**src/rtl/fpu_issue_if.sv**
```systemverilog
// Issue/writeback bundle between decode, the FP issue controller and the FP register file.
interface fpu_issue_if;
    logic        issue_valid;
    logic [4:0]  cop;
    logic [5:0]  func;
    logic [4:0]  fd;
    logic        flush;
    logic        issue_ready;
    logic        stall;
    logic        busy;
    logic [4:0]  alu_cop;
    logic [5:0]  alu_func;
    logic        fp_wr_en;
    logic [4:0]  fp_wr_addr;
    logic        wb_double;
    logic        illegal_op;
    logic [15:0] ops_done;

    // Decode side: presents instructions and flushes, observes status.
    modport master (
        output issue_valid, cop, func, fd, flush,
        input  issue_ready, stall, busy, alu_cop, alu_func, fp_wr_en, fp_wr_addr,
               wb_double, illegal_op, ops_done
    );

    // Controller side.
    modport slave (
        input  issue_valid, cop, func, fd, flush,
        output issue_ready, stall, busy, alu_cop, alu_func, fp_wr_en, fp_wr_addr,
               wb_double, illegal_op, ops_done
    );
endinterface

```
**src/rtl/fpu_issue_ctrl.sv**
```systemverilog
// Multi-cycle sequencer for the FP ALU: accepts one COP1 op, holds the ALU controls for the
// op's latency, stalls decode meanwhile, then strobes a single-cycle register-file write.
module fpu_issue_ctrl #(
    parameter int unsigned ADD_LAT   = 2,
    parameter int unsigned MUL_LAT_S = 4,
    parameter int unsigned MUL_LAT_D = 6,
    parameter int unsigned DIV_LAT_S = 12,
    parameter int unsigned DIV_LAT_D = 25
) (
    input  logic        clk,
    input  logic        reset,
    fpu_issue_if.slave  bus
);

    localparam logic [4:0] CopS = 5'b10000;
    localparam logic [4:0] CopD = 5'b10001;

    typedef enum logic [1:0] {StIdle, StExec, StWb} state_e;

    state_e      state_q, state_d;
    logic [4:0]  cnt_q, cnt_d;
    logic [4:0]  cop_q, cop_d;
    logic [5:0]  func_q, func_d;
    logic [4:0]  fd_q, fd_d;
    logic        illegal_q, illegal_d;
    logic [15:0] ops_done_q;

    logic       is_double;
    logic [4:0] lat;
    logic       legal;
    logic       accept;

    // Decode EXEC latency of the presented op; zero marks an unsupported function.
    always_comb begin
        lat       = '0;
        is_double = (bus.cop == CopD);
        case (bus.func)
            6'd0, 6'd1: lat = is_double ? 5'(ADD_LAT + 1) : 5'(ADD_LAT);
            6'd2:       lat = is_double ? 5'(MUL_LAT_D) : 5'(MUL_LAT_S);
            6'd3:       lat = is_double ? 5'(DIV_LAT_D) : 5'(DIV_LAT_S);
            6'd5, 6'd6, 6'd7: lat = 5'd1;
            default:    lat = '0;
        endcase
    end

    // Doubles need an even register pair.
    assign legal  = ((bus.cop == CopS) || is_double) && (lat != 5'd0) &&
                    !(is_double && bus.fd[0]);
    assign accept = bus.issue_valid && (state_q == StIdle) && !bus.flush;

    // Next-state logic: latch on accept, count down EXEC, single WB cycle.
    always_comb begin
        state_d   = state_q;
        cnt_d     = cnt_q;
        cop_d     = cop_q;
        func_d    = func_q;
        fd_d      = fd_q;
        illegal_d = 1'b0;
        case (state_q)
            StIdle: begin
                if (accept) begin
                    if (legal) begin
                        cop_d   = bus.cop;
                        func_d  = bus.func;
                        fd_d    = bus.fd;
                        cnt_d   = lat - 5'd1;
                        state_d = StExec;
                    end else begin
                        illegal_d = 1'b1;
                    end
                end
            end
            StExec: begin
                if (bus.flush) begin
                    state_d = StIdle;
                end else if (cnt_q == 5'd0) begin
                    state_d = StWb;
                end else begin
                    cnt_d = cnt_q - 5'd1;
                end
            end
            StWb:    state_d = StIdle;
            default: state_d = StIdle;
        endcase
    end

    // State and latched-field registers with synchronous reset.
    always_ff @(posedge clk) begin
        if (reset) begin
            state_q    <= StIdle;
            cnt_q      <= '0;
            cop_q      <= '0;
            func_q     <= '0;
            fd_q       <= '0;
            illegal_q  <= 1'b0;
            ops_done_q <= '0;
        end else begin
            state_q   <= state_d;
            cnt_q     <= cnt_d;
            cop_q     <= cop_d;
            func_q    <= func_d;
            fd_q      <= fd_d;
            illegal_q <= illegal_d;
            // A flush can only land in EXEC, so every WB cycle is a committed write.
            if (state_q == StWb) begin
                ops_done_q <= ops_done_q + 16'd1;
            end
        end
    end

    // Outputs: ALU controls only while an op is in flight, writeback fields only on the strobe.
    always_comb begin
        bus.issue_ready = (state_q == StIdle);
        bus.busy        = (state_q != StIdle);
        bus.stall       = bus.issue_valid && (state_q != StIdle);
        bus.alu_cop     = (state_q != StIdle) ? cop_q : 5'd0;
        bus.alu_func    = (state_q != StIdle) ? func_q : 6'd0;
        bus.fp_wr_en    = (state_q == StWb);
        bus.fp_wr_addr  = (state_q == StWb) ? fd_q : 5'd0;
        bus.wb_double   = (state_q == StWb) && (cop_q == CopD);
        bus.illegal_op  = illegal_q;
        bus.ops_done    = ops_done_q;
    end

endmodule

```
**src/flat_wrapper.sv**
```systemverilog
// flat-port wrapper written by rule: the top's interface ports become plain ports
module fpu_issue_ctrl_flat 
#(
    parameter int unsigned ADD_LAT   = 2,
    parameter int unsigned MUL_LAT_S = 4,
    parameter int unsigned MUL_LAT_D = 6,
    parameter int unsigned DIV_LAT_S = 12,
    parameter int unsigned DIV_LAT_D = 25
)
  (clk, reset, bus_issue_valid, bus_cop, bus_func, bus_fd, bus_flush, bus_issue_ready, bus_stall, bus_busy, bus_alu_cop, bus_alu_func, bus_fp_wr_en, bus_fp_wr_addr, bus_wb_double, bus_illegal_op, bus_ops_done);
  fpu_issue_if bus_i ();
  input  logic clk;
  input  logic reset;
  input wire logic [$bits(bus_i.issue_valid)-1:0] bus_issue_valid;
  input wire logic [$bits(bus_i.cop)-1:0] bus_cop;
  input wire logic [$bits(bus_i.func)-1:0] bus_func;
  input wire logic [$bits(bus_i.fd)-1:0] bus_fd;
  input wire logic [$bits(bus_i.flush)-1:0] bus_flush;
  output wire logic [$bits(bus_i.issue_ready)-1:0] bus_issue_ready;
  output wire logic [$bits(bus_i.stall)-1:0] bus_stall;
  output wire logic [$bits(bus_i.busy)-1:0] bus_busy;
  output wire logic [$bits(bus_i.alu_cop)-1:0] bus_alu_cop;
  output wire logic [$bits(bus_i.alu_func)-1:0] bus_alu_func;
  output wire logic [$bits(bus_i.fp_wr_en)-1:0] bus_fp_wr_en;
  output wire logic [$bits(bus_i.fp_wr_addr)-1:0] bus_fp_wr_addr;
  output wire logic [$bits(bus_i.wb_double)-1:0] bus_wb_double;
  output wire logic [$bits(bus_i.illegal_op)-1:0] bus_illegal_op;
  output wire logic [$bits(bus_i.ops_done)-1:0] bus_ops_done;
  assign bus_i.issue_valid = bus_issue_valid;
  assign bus_i.cop = bus_cop;
  assign bus_i.func = bus_func;
  assign bus_i.fd = bus_fd;
  assign bus_i.flush = bus_flush;
  assign bus_issue_ready = bus_i.issue_ready;
  assign bus_stall = bus_i.stall;
  assign bus_busy = bus_i.busy;
  assign bus_alu_cop = bus_i.alu_cop;
  assign bus_alu_func = bus_i.alu_func;
  assign bus_fp_wr_en = bus_i.fp_wr_en;
  assign bus_fp_wr_addr = bus_i.fp_wr_addr;
  assign bus_wb_double = bus_i.wb_double;
  assign bus_illegal_op = bus_i.illegal_op;
  assign bus_ops_done = bus_i.ops_done;
  fpu_issue_ctrl #(.ADD_LAT(ADD_LAT), .MUL_LAT_S(MUL_LAT_S), .MUL_LAT_D(MUL_LAT_D), .DIV_LAT_S(DIV_LAT_S), .DIV_LAT_D(DIV_LAT_D)) u_core (.clk(clk), .reset(reset), .bus(bus_i));
endmodule
```
**config.mk**
```make
export PLATFORM = sky130hd
export DESIGN_NAME = fpu_issue_ctrl_flat
export DESIGN_NICKNAME = d
export VERILOG_FILES = /design/src/rtl/fpu_issue_if.sv /design/src/rtl/fpu_issue_ctrl.sv /design/src/flat_wrapper.sv
export SDC_FILE = /design/constraint.sdc
export NUM_CORES = 1
export LEC_CHECK = 0
export ABC_AREA = 1
export BUFFER_PORTS_ARGS = -buffer_cell sky130_fd_sc_hd__buf_2
export CORE_MARGIN = 2
export CORE_UTILIZATION = 25
export CTS_CLUSTER_SIZE = 8
export DETAILED_ROUTE_END_ITERATION = 16
export GPL_ROUTABILITY_DRIVEN = 0
export GPL_TIMING_DRIVEN = 0
export REMOVE_ABC_BUFFERS = 1
export SKIP_CTS_REPAIR_TIMING = 1
export SLEW_MARGIN = 10
export SYNTH_ARGS = -nofsm -noshare
export SYNTH_HDL_FRONTEND = slang
export SYNTH_SLANG_ARGS = --single-unit
```
**constraint.sdc**
```tcl
create_clock -name clk -period 4.66 [get_ports clk]
set_input_delay 0.932 -clock clk [delete_from_list [all_inputs] [get_ports clk]]
set_output_delay 0.932 -clock clk [all_outputs]
set_load 0.03 [all_outputs]
```
==> results.md, run 1 <==
Clocking:
- The clock latency reported for the late side of the worst-skew pair is 0.30 ns.
- The TritonCTS clock tree is yes.
- The buffer cell driving the clock tree root is clkbuf_8.
- Counting along the longest clock path gives a buffer depth of 2.
- The H-tree was split into 2 levels.
- The total number of clock tree sinks is 40.
- After clock tree synthesis, the clock-pin slew on the worst setup and hold paths is 0.08 ns.
- Buffers inserted during clock tree synthesis total 5.

Drt:
- For this block, the via count after detailed routing is 1948.
- After detailed routing, the number of remaining DRC violations is 0.
- The wire length reported by the detailed router is 4660 um.
- The detailed router finished its first iteration with 62 violations.
- Dividing the detail-routed via count by the number of cells gives 4.29.
- The first detailed-routing pass ran for 4 iterations.
- Dividing the detail-routed wire length by the instance count gives 10.3 um.
- The detail route stage leaves a number of antenna-violating nets equal to 0.

Synthesis:
- For this run, the number of Yosys warnings is 0.
- The combined area of all synthesized cells is 2000 sq um.
- For this run, the register share of the synthesized area comes to 0.400.
- After synthesis, the mean cell area works out to 6.84 sq um.
- The dominant combinational cell family by area after synthesis is simple AND/OR/NAND/NOR gates.
- The number of distinct library cells after synthesis is 30.
- The mux share of post-synthesis cell area is 0.
- The synthesized-area fraction occupied by ao, oa, aoi and oai cells is 0.126.
- The adder and majority gate portion of the synthesized area is 0.0125.
- The number of register bits inferred by synthesis is 40.
- Of the total synthesized cell area, the portion taken by XOR and XNOR cells is 0.0218.
- Counting every instance in the synthesized netlist gives 293.
- Of the total synthesized cell area, the portion taken by AND, OR, NAND and NOR gates is 0.323.

Finish:
- At the end of the flow, the number of nets in the layout was 373.
- In the layout the commonest cells are buf_2 (57), nand2_1 (52), inv_1 (47), nor2_1 (43), dfxtp_1 (40).
- The post-layout utilization of the core is 0.322.
- In the final layout, the share of cells above drive strength 1 is 0.253.
- The number of antenna diodes in the final layout is 0.
- The commonest non-fill, non-tap cell in the layout is buf_2.
- The finished layout holds 454 standard cells, fillers aside.
- The layout-stage area growth over the synthesis result is 25.0%.
- The filler cells instantiated in the layout total 879.

STA:
- The number of failing hold endpoints at the final stage is 0.
- The share of the clock period used by the worst path after layout is 0.575.
- The worst clock skew is 0.00790 ns.
- Setup repair after global routing left no endpoint under its margin.
- The clock period could shrink to 2.68 ns.
- Setup violations remaining at the end of the flow were counted as 0.
- The headroom to the max-slew limit is 0.480.
- The sum of negative setup slack is 0 ns.
- For the pin with the worst max-slew slack, the measured transition is 0.779 ns.
- The upper clock frequency limit is 0.373 GHz.
- The final-report max-slew violation count came to 0.
- Hold is met by 0.453 ns.

GRT:
- The first global-routing pass estimated 7440 um of wire.
- Entering global routing, the biggest net connects 27 pins.
- The initial antenna violation count came to 0.
- The number of global-route vias before repair is 1761.
- The total track usage is 0.108.
- Summed over all layers, the global routing overflow is 0.

Die:
- The initial core utilization is 0.258.
- The area enclosed by the die boundary is 8750 sq um.
- The floorplan step set the die height to 93.5 um.
- Pin placement for this block handled 58 I/O pins.
- In this run the core area contains 32 standard-cell rows.
- The horizontal die dimension is 93.5 um.
- The core region is 7770 sq um.

Critical path:
- For the worst flop-to-flop path, the logic depth is 8.
- The worst path arrival time is 1.75 ns.
- Walking the worst path, the cells encountered are inv_2, nor2_4, clkinv_1, nor3_1, buf_2.
- The stage delay of the slowest cell on the critical path is 0.36 ns.
- Data on the critical path is required at its endpoint by 3.73 ns.
- STA classifies the critical path startpoint as a flop.
- In this run the worst path has a maximum fanout of 9.
- The type of destination of the critical path is an output pin.
- The library cell contributing the largest single delay on the critical path is dfxtp_1.
- The critical path class is flop to output pin.

Min path:
- The number of cells on the worst hold path is 2.
- The worst hold path belongs to the class flop to flop.

Power and ir drop:
- Across the VDD grid, the largest voltage drop is 0.116 mV.
- Of the total power, the share spent switching nets is 0.223.
- The total leakage power is 0.00122 uW.
- The total internal power is 512 uW.
- In this run the power density over the cells is 263 nW/um^2.
- The relative contribution of sequential cells to total power is 0.519.
- The power share of the combinational group is 0.046.
- The proportion of power drawn by the clock network is 0.435.
- For this design the total switching power over the nets is 147 uW.

Placement:
- The total instance count after detailed placement is 446.
- The number of buffer cells added on primary ports is 57.
- The placed wire-length estimate after detailed placement is 3420 um.

Job:
- The tool flagged a number of max-cap violations equal to 0.

Status:
- The run finished with clean final reports.
[metal layers]
metal / track usage / part of all wire / vias to the layer above
met2: 0.193 / 0.50 / 39
met5: 0 / 0 / -
met3: 0.0330 / 0.047 / 7
met4: 0.0459 / 0.018 / 0
met1: 0.117 / 0.44 / 876
li1: - / - / 1026
[metrics by stage]
step	power, uW	cell area (sq um)	worst slack [ns]
2_1_floorplan	365	1980	2.06
3_3_place_gp	380	2390	1.76
3_5_place_dp	381	2390	1.73
4_1_cts	671	2500	1.94
5_1_grt	687	2500	1.78
6_report	660	2500	1.98
[Yosys cell counts, drive strengths merged]
| library cell | count | area (sq um) |
|---|---|---|
| o21a | 1 | 7.51 |
| and2 | 1 | 6.26 |
| ha | 2 | 25.0 |
| buf | 1 | 5.00 |
| nand4 | 6 | 43.8 |
| o211ai | 2 | 15.0 |
| nor3 | 10 | 55.1 |
| nor2 | 51 | 245 |
| dfxtp | 40 | 801 |
| nand3 | 7 | 35.0 |
| nor4 | 2 | 18.8 |
| o21ai | 24 | 120 |
| a21oi | 22 | 110 |
| xor2 | 3 | 26.3 |
| inv | 55 | 206 |
| clkbuf | 5 | 18.8 |
| xnor2 | 2 | 17.5 |
| clkinv | 1 | 3.75 |
| nor3b | 1 | 7.51 |
| nand2 | 57 | 236 |
[flip-flops by register name (all words and copies together), names as in the netlist]
signal                 count
u_core.func_q              6
u_core.state_q             2
u_core.bus.illegal_op      1
u_core.fd_q                5
u_core.bus.ops_done       16
u_core.cnt_q               5
u_core.cop_q               5
[cells by family (layout without fill, tap and decap cells)]
kind of cell	after synthesis	after routing
buffers and inverters	62	121
AND/OR/NAND/NOR	135	135
XOR/XNOR	5	5
flip-flops	40	40
adder cells (fa/ha/maj)	2	2
AO/OA/AOI/OAI	49	49
[layout make-up]
cell class / instances / area [sq um] / area share
Tap cell: 102 / 128 / 0.0509
Multi-Input combinational cell: 191 / 970 / 0.387
Timing Repair Buffer: 57 / 285 / 0.114
Sequential cell: 40 / 801 / 0.320
Clock inverter: 3 / 42.5 / 0.0170
Clock buffer: 5 / 68.8 / 0.0275
Inverter: 56 / 210 / 0.0839
[worst max-delay path, delay by kind of cell (launching register included)]
family | cells | cell delay, ns
buffers and inverters | 3 | 0.61
AND/OR/NAND/NOR | 2 | 0.47
flip-flops | 1 | 0.36
[power groups by stage]
stage	sequential (uW)	combinational (uW)	clock [uW]
detailed placement	350	30.7	0
global route	342	34.8	309
global placement	350	30.1	0
CTS	342	30.9	298
floorplan	351	14.2	0
finish	342	30.7	287
[path summary, 6_finish.rpt]
path / startpoint / endpoint / slack, ns
max: u_core.state_q[1]$_SDFFE_PP0P_ / bus_wb_double / 1.98
min: u_core.func_q[3]$_SDFFE_PP0P_ / u_core.func_q[3]$_SDFFE_PP0P_ / 0.45
max reg2reg: u_core.state_q[0]$_SDFFE_PP0P_ / u_core.cnt_q[0]$_SDFFE_PP0P_ / 2.30
min reg2reg: u_core.func_q[3]$_SDFFE_PP0P_ / u_core.func_q[3]$_SDFFE_PP0P_ / 0.45
Note: power is estimated with default switching activity, not from simulation.
==> run 2: changes to the inputs <==
--- a/config.mk
+++ b/config.mk
@@ -5,7 +5,7 @@
 export SDC_FILE = /design/constraint.sdc
 export NUM_CORES = 1
 export LEC_CHECK = 0
-export ABC_AREA = 1
+export ABC_AREA = 0
 export BUFFER_PORTS_ARGS = -buffer_cell sky130_fd_sc_hd__buf_2
 export CORE_MARGIN = 2
 export CORE_UTILIZATION = 25
==> constraint.sdc (replaced) <==
create_clock -name clk -period 2.3 [get_ports clk]
set_input_delay 0.46 -clock clk [delete_from_list [all_inputs] [get_ports clk]]
set_output_delay 0.46 -clock clk [all_outputs]
set_load 0.03 [all_outputs]
==> results.md, run 2 <==
Status:
- Run status: finished clean (unchanged).

Drt:
- The remaining routing DRC violations is 0 (unchanged).
- The routed length per placed instance is 11.5 um (was 10.3 um).
- The routed length on met2 is 2050 um (was 2310 um).
- The met3 routed wirelength is 156 um (was 220 um).
- The met1 wire length came to 1910 um (was 2040 um).
- The number of design-rule violations left by the first detailed-router iteration came to 43 (was 62).
- The count of nets left with antenna violations after detail routing is 0 (unchanged).
- The wire length reported by the detailed router is 4170 um (was 4660 um).
- The routed via count is 1601 (was 1948).
- The uppermost layer routed was met4 (unchanged).
- The detailed-routing iteration count for the pre-antenna-repair pass was 3 (was 4).
- The number of vias per cell after detailed routing is 4.41 (was 4.29).

Placement:
- The worst setup timing slack at the placement stage is -0.518 ns (was 1.73 ns).
- The placed wire-length estimate after detailed placement is 3020 um (was 3420 um).
- The number of buffer cells added on primary ports is 57 (unchanged).
- The total instance count after detailed placement came to 355 (was 446).
- The area after detailed placement was 2190 sq um (was 2390 sq um).

Critical path:
- The type of destination of the critical path was a flop (was output pin).
- The critical-path maximum fanout is 14 (was 9).
- The critical path class is input port to flop (was flop to output pin).
- The worst path arrival time was 2.44 ns (was 1.75 ns).
- The required time of the critical path is 2.53 ns (was 3.73 ns).
- The flop-to-flop setup slack is 0.15 ns (was 2.30 ns).
- The startpoint type of the worst setup path is an input port (was flop).

Synthesis:
- The combined area of all synthesized cells is 1820 sq um (was 2000 sq um).
- The mux share of post-synthesis cell area is 0.0496 (was 0).
- The most frequent cell after synthesis is dfxtp_1 (was nand2_1).
- The number of standard cells after synthesis was 208 (was 293).
- The synthesized-area fraction occupied by and/or/nand/nor cells was 0.324 (was 0.323).
- The number of register bits inferred by synthesis is 40 (unchanged).
- The sequential area share after synthesis is 0.440 (was 0.400).
- The flip-flop cell with the highest count after synthesis is dfxtp_1 (unchanged).
- Top area cells in the synthesized netlist: dfxtp_1 (44%), nor2_1 (7.2%), xor2_1 (5.8%), mux2i_1 (5.0%), nor2b_1 (4.8%) (was dfxtp_1 (40%), nand2_1 (9.7%), inv_1 (8.8%), nor2_1 (8.1%), a21oi_1 (5.5%)).
- The cell type with the largest total area after synthesis is dfxtp_1 (unchanged).
- The dominant combinational cell family by area after synthesis is simple AND/OR/NAND/NOR gates (unchanged).
- Most common library cells after synthesis: dfxtp_1 (40), nor2_1 (35), nor2b_1 (14) (was nand2_1 (52), inv_1 (47), nor2_1 (43)).
- The fraction of synthesized cell area in xor and xnor cells is 0.0723 (was 0.0218).
- The synthesized area per cell is 8.74 sq um (was 6.84 sq um).
- The number of enable-type register cells in the synthesized netlist is 0 (unchanged).
- The fraction of synthesized cell area taken by the top area cell type is 0.440 (was 0.400).
- The yosys synthesis warning count is 0 (unchanged).
- The synthesized-area fraction occupied by ao, oa, aoi and oai cells was 0.0736 (was 0.126).
- The fraction of registers with async set/reset was 0 (unchanged).
- The adder and majority gate portion of the synthesized area is 0.0138 (was 0.0125).
- The number of distinct library cells after synthesis is 38 (was 30).

STA:
- The final-layout worst hold slack was 0.408 ns (was 0.453 ns).
- Based on the critical path, the design can be clocked at up to 0.452 GHz.
- The final-report max-slew violation count was 0 (unchanged).
- The share of the clock period used by the worst path after layout is 0.962.
- The final worst-path setup slack came to 0.0870 ns (was 1.98 ns).
- The final critical-path required period is 2.21 ns.
- The worst clock skew was 0.00303 ns (was 0.00790 ns).
- The transition time at the pin with the least slew margin is 0.805 ns (was 0.779 ns).
- The number of failing hold endpoints at the final stage is 0 (unchanged).
- RSZ-0062 raised after global routing: yes (was no).
- The total of endpoints with negative setup slack in the final report is 0 (unchanged).
- The headroom to the max-slew limit was 0.459 (was 0.480).

GRT:
- The initial antenna violation count came to 0 (unchanged).
- The total track usage is 0.106 (was 0.108).
- The number of global-route vias before repair was 1469 (was 1761).
- The maximum number of pins on one net before global-route repair is 38 (was 27).
- The overflow left after global routing is 0 (unchanged).
- The first-pass GRT wire length was 6520 um (was 7440 um).

Clocking:
- The buffer cell driving the clock tree root is clkbuf_8 (unchanged).
- The clock tree buffer depth is 2 (unchanged).
- The TritonCTS clock tree is yes (unchanged).
- The maximum level of the CTS H-tree came to 2 (unchanged).
- The number of buffers inserted during clock tree synthesis came to 5 (unchanged).
- The clock latency reported for the late side of the worst-skew pair is 0.28 ns (was 0.30 ns).
- The register clock-pin slew on the reported worst setup and hold paths is 0.07 ns (was 0.08 ns).
- The total number of clock tree sinks is 40 (unchanged).

Job:
- The total of max-cap violations is 0 (unchanged).

Finish:
- The post-route non-filler standard cell count is 363 (was 454).
- The flip-flop count of the largest register, all copies and words added came to 16 (unchanged).
- The number of nets in the layout came to 285 (was 373).
- The filler cell count in the final layout came to 808 (was 879).
- The cell area after layout is 2320 sq um (was 2500 sq um).
- Commonest non-fill, non-tap cells in the layout: buf_2 (57), dfxtp_1 (40), nor2_1 (34), nor2b_1 (13), and2_1 (13) (was buf_2 (57), nand2_1 (52), inv_1 (47), nor2_1 (43), dfxtp_1 (40)).
- The proportion of layout cells with a drive suffix above 1 is 0.265 (was 0.253).
- The commonest non-fill, non-tap cell in the layout is buf_2 (unchanged).
- The layout-stage area growth over the synthesis result is 27.5% (was 25.0%).
- The count of antenna diodes in the layout is 0 (unchanged).

Power and ir drop:
- The total power of the final layout was 1310 uW (was 660 uW).
- The largest voltage drop on the vdd net came to 0.212 mV (was 0.116 mV).
- The total leakage power is 0.00103 uW (was 0.00122 uW).
- The power per unit of standard cell area is 563 nW/um^2 (was 263 nW/um^2).

Die:
- The number of cell rows was 31 (was 32).
- The die extent in y came to 89.3 um (was 93.5 um).
- The initial core utilization came to 0.255 (was 0.258).
- The area enclosed by the die boundary is 7970 sq um (was 8750 sq um).
- The core area was 7140 sq um (was 7770 sq um).
- The horizontal die dimension was 89.3 um (was 93.5 um).
- The I/O pin count came to 58 (unchanged).

Min path:
- The path type of the worst min-delay path is input port to flop (was flop to flop).
-- run 2: where the power goes --
| part | switching (uW) | internal, uW |
|---|---|---|
| sequential | 0.415 | 693 |
| combinational | 35.1 | 21.4 |
| clock | 234 | 322 |
-- run 2: cell families (layout without fill, tap and decap cells) --
kind of cell,count (synthesis),in the layout
simple gates,110,110
mux,9,9
compound gates,20,20
flops,40,40
fa+ha+maj,2,2
buf+inv,12,68
xor+xnor,15,15
-- run 2: path summary, 6_finish.rpt --
| check | startpoint | end | cells past startpoint |
|---|---|---|---|
| worst max-delay path | bus_cop[1] | u_core.cnt_q[3]$_SDFFE_PP0P_ | 7 |
| worst min-delay path | bus_fd[2] | u_core.fd_q[2]$_SDFFE_PP0P_ | 3 |
| worst max register to register | u_core.state_q[0]$_SDFFE_PP0P_ | u_core.cnt_q[3]$_SDFFE_PP0P_ | 6 |
| worst min register to register | u_core.func_q[4]$_SDFFE_PP0P_ | u_core.func_q[4]$_SDFFE_PP0P_ | 1 |
-- run 2: area by class of cell --
class,count,area [sq um],share of cell area
multi-input combinational,156,990,0.427
sequential,40,801,0.345
timing repair buffer,57,285,0.123
tap,99,124,0.0534
clock buffer,6,72.6,0.0313
clock inverter,2,35.0,0.0151
inverter,3,11.3,0.00486
-- run 2: metrics by stage --
stage | TNS, ns | util
after detailed placement | -3.65 | 0.307
after global placement | -3.79 | 0.307
after CTS | -4.58 | 0.322
after floorplan | -1.45 | -
after global routing | -0.0143 | 0.325
final | 0 | 0.325
-- run 2: layer usage --
layer,GRT usage,vias to the layer above
li1,-,821
met1,0.122,748
met2,0.181,28
met3,0.0268,4
met4,0.0529,0
met5,0,-
-- run 2: critical path, cell delays in order --
cell and delay, ns:
buf_2 0.11, nor4b_4 0.40, nand4_1 0.16, or3_4 0.52, o31a_1 0.20, or4_1 0.51
nand3_1 0.08
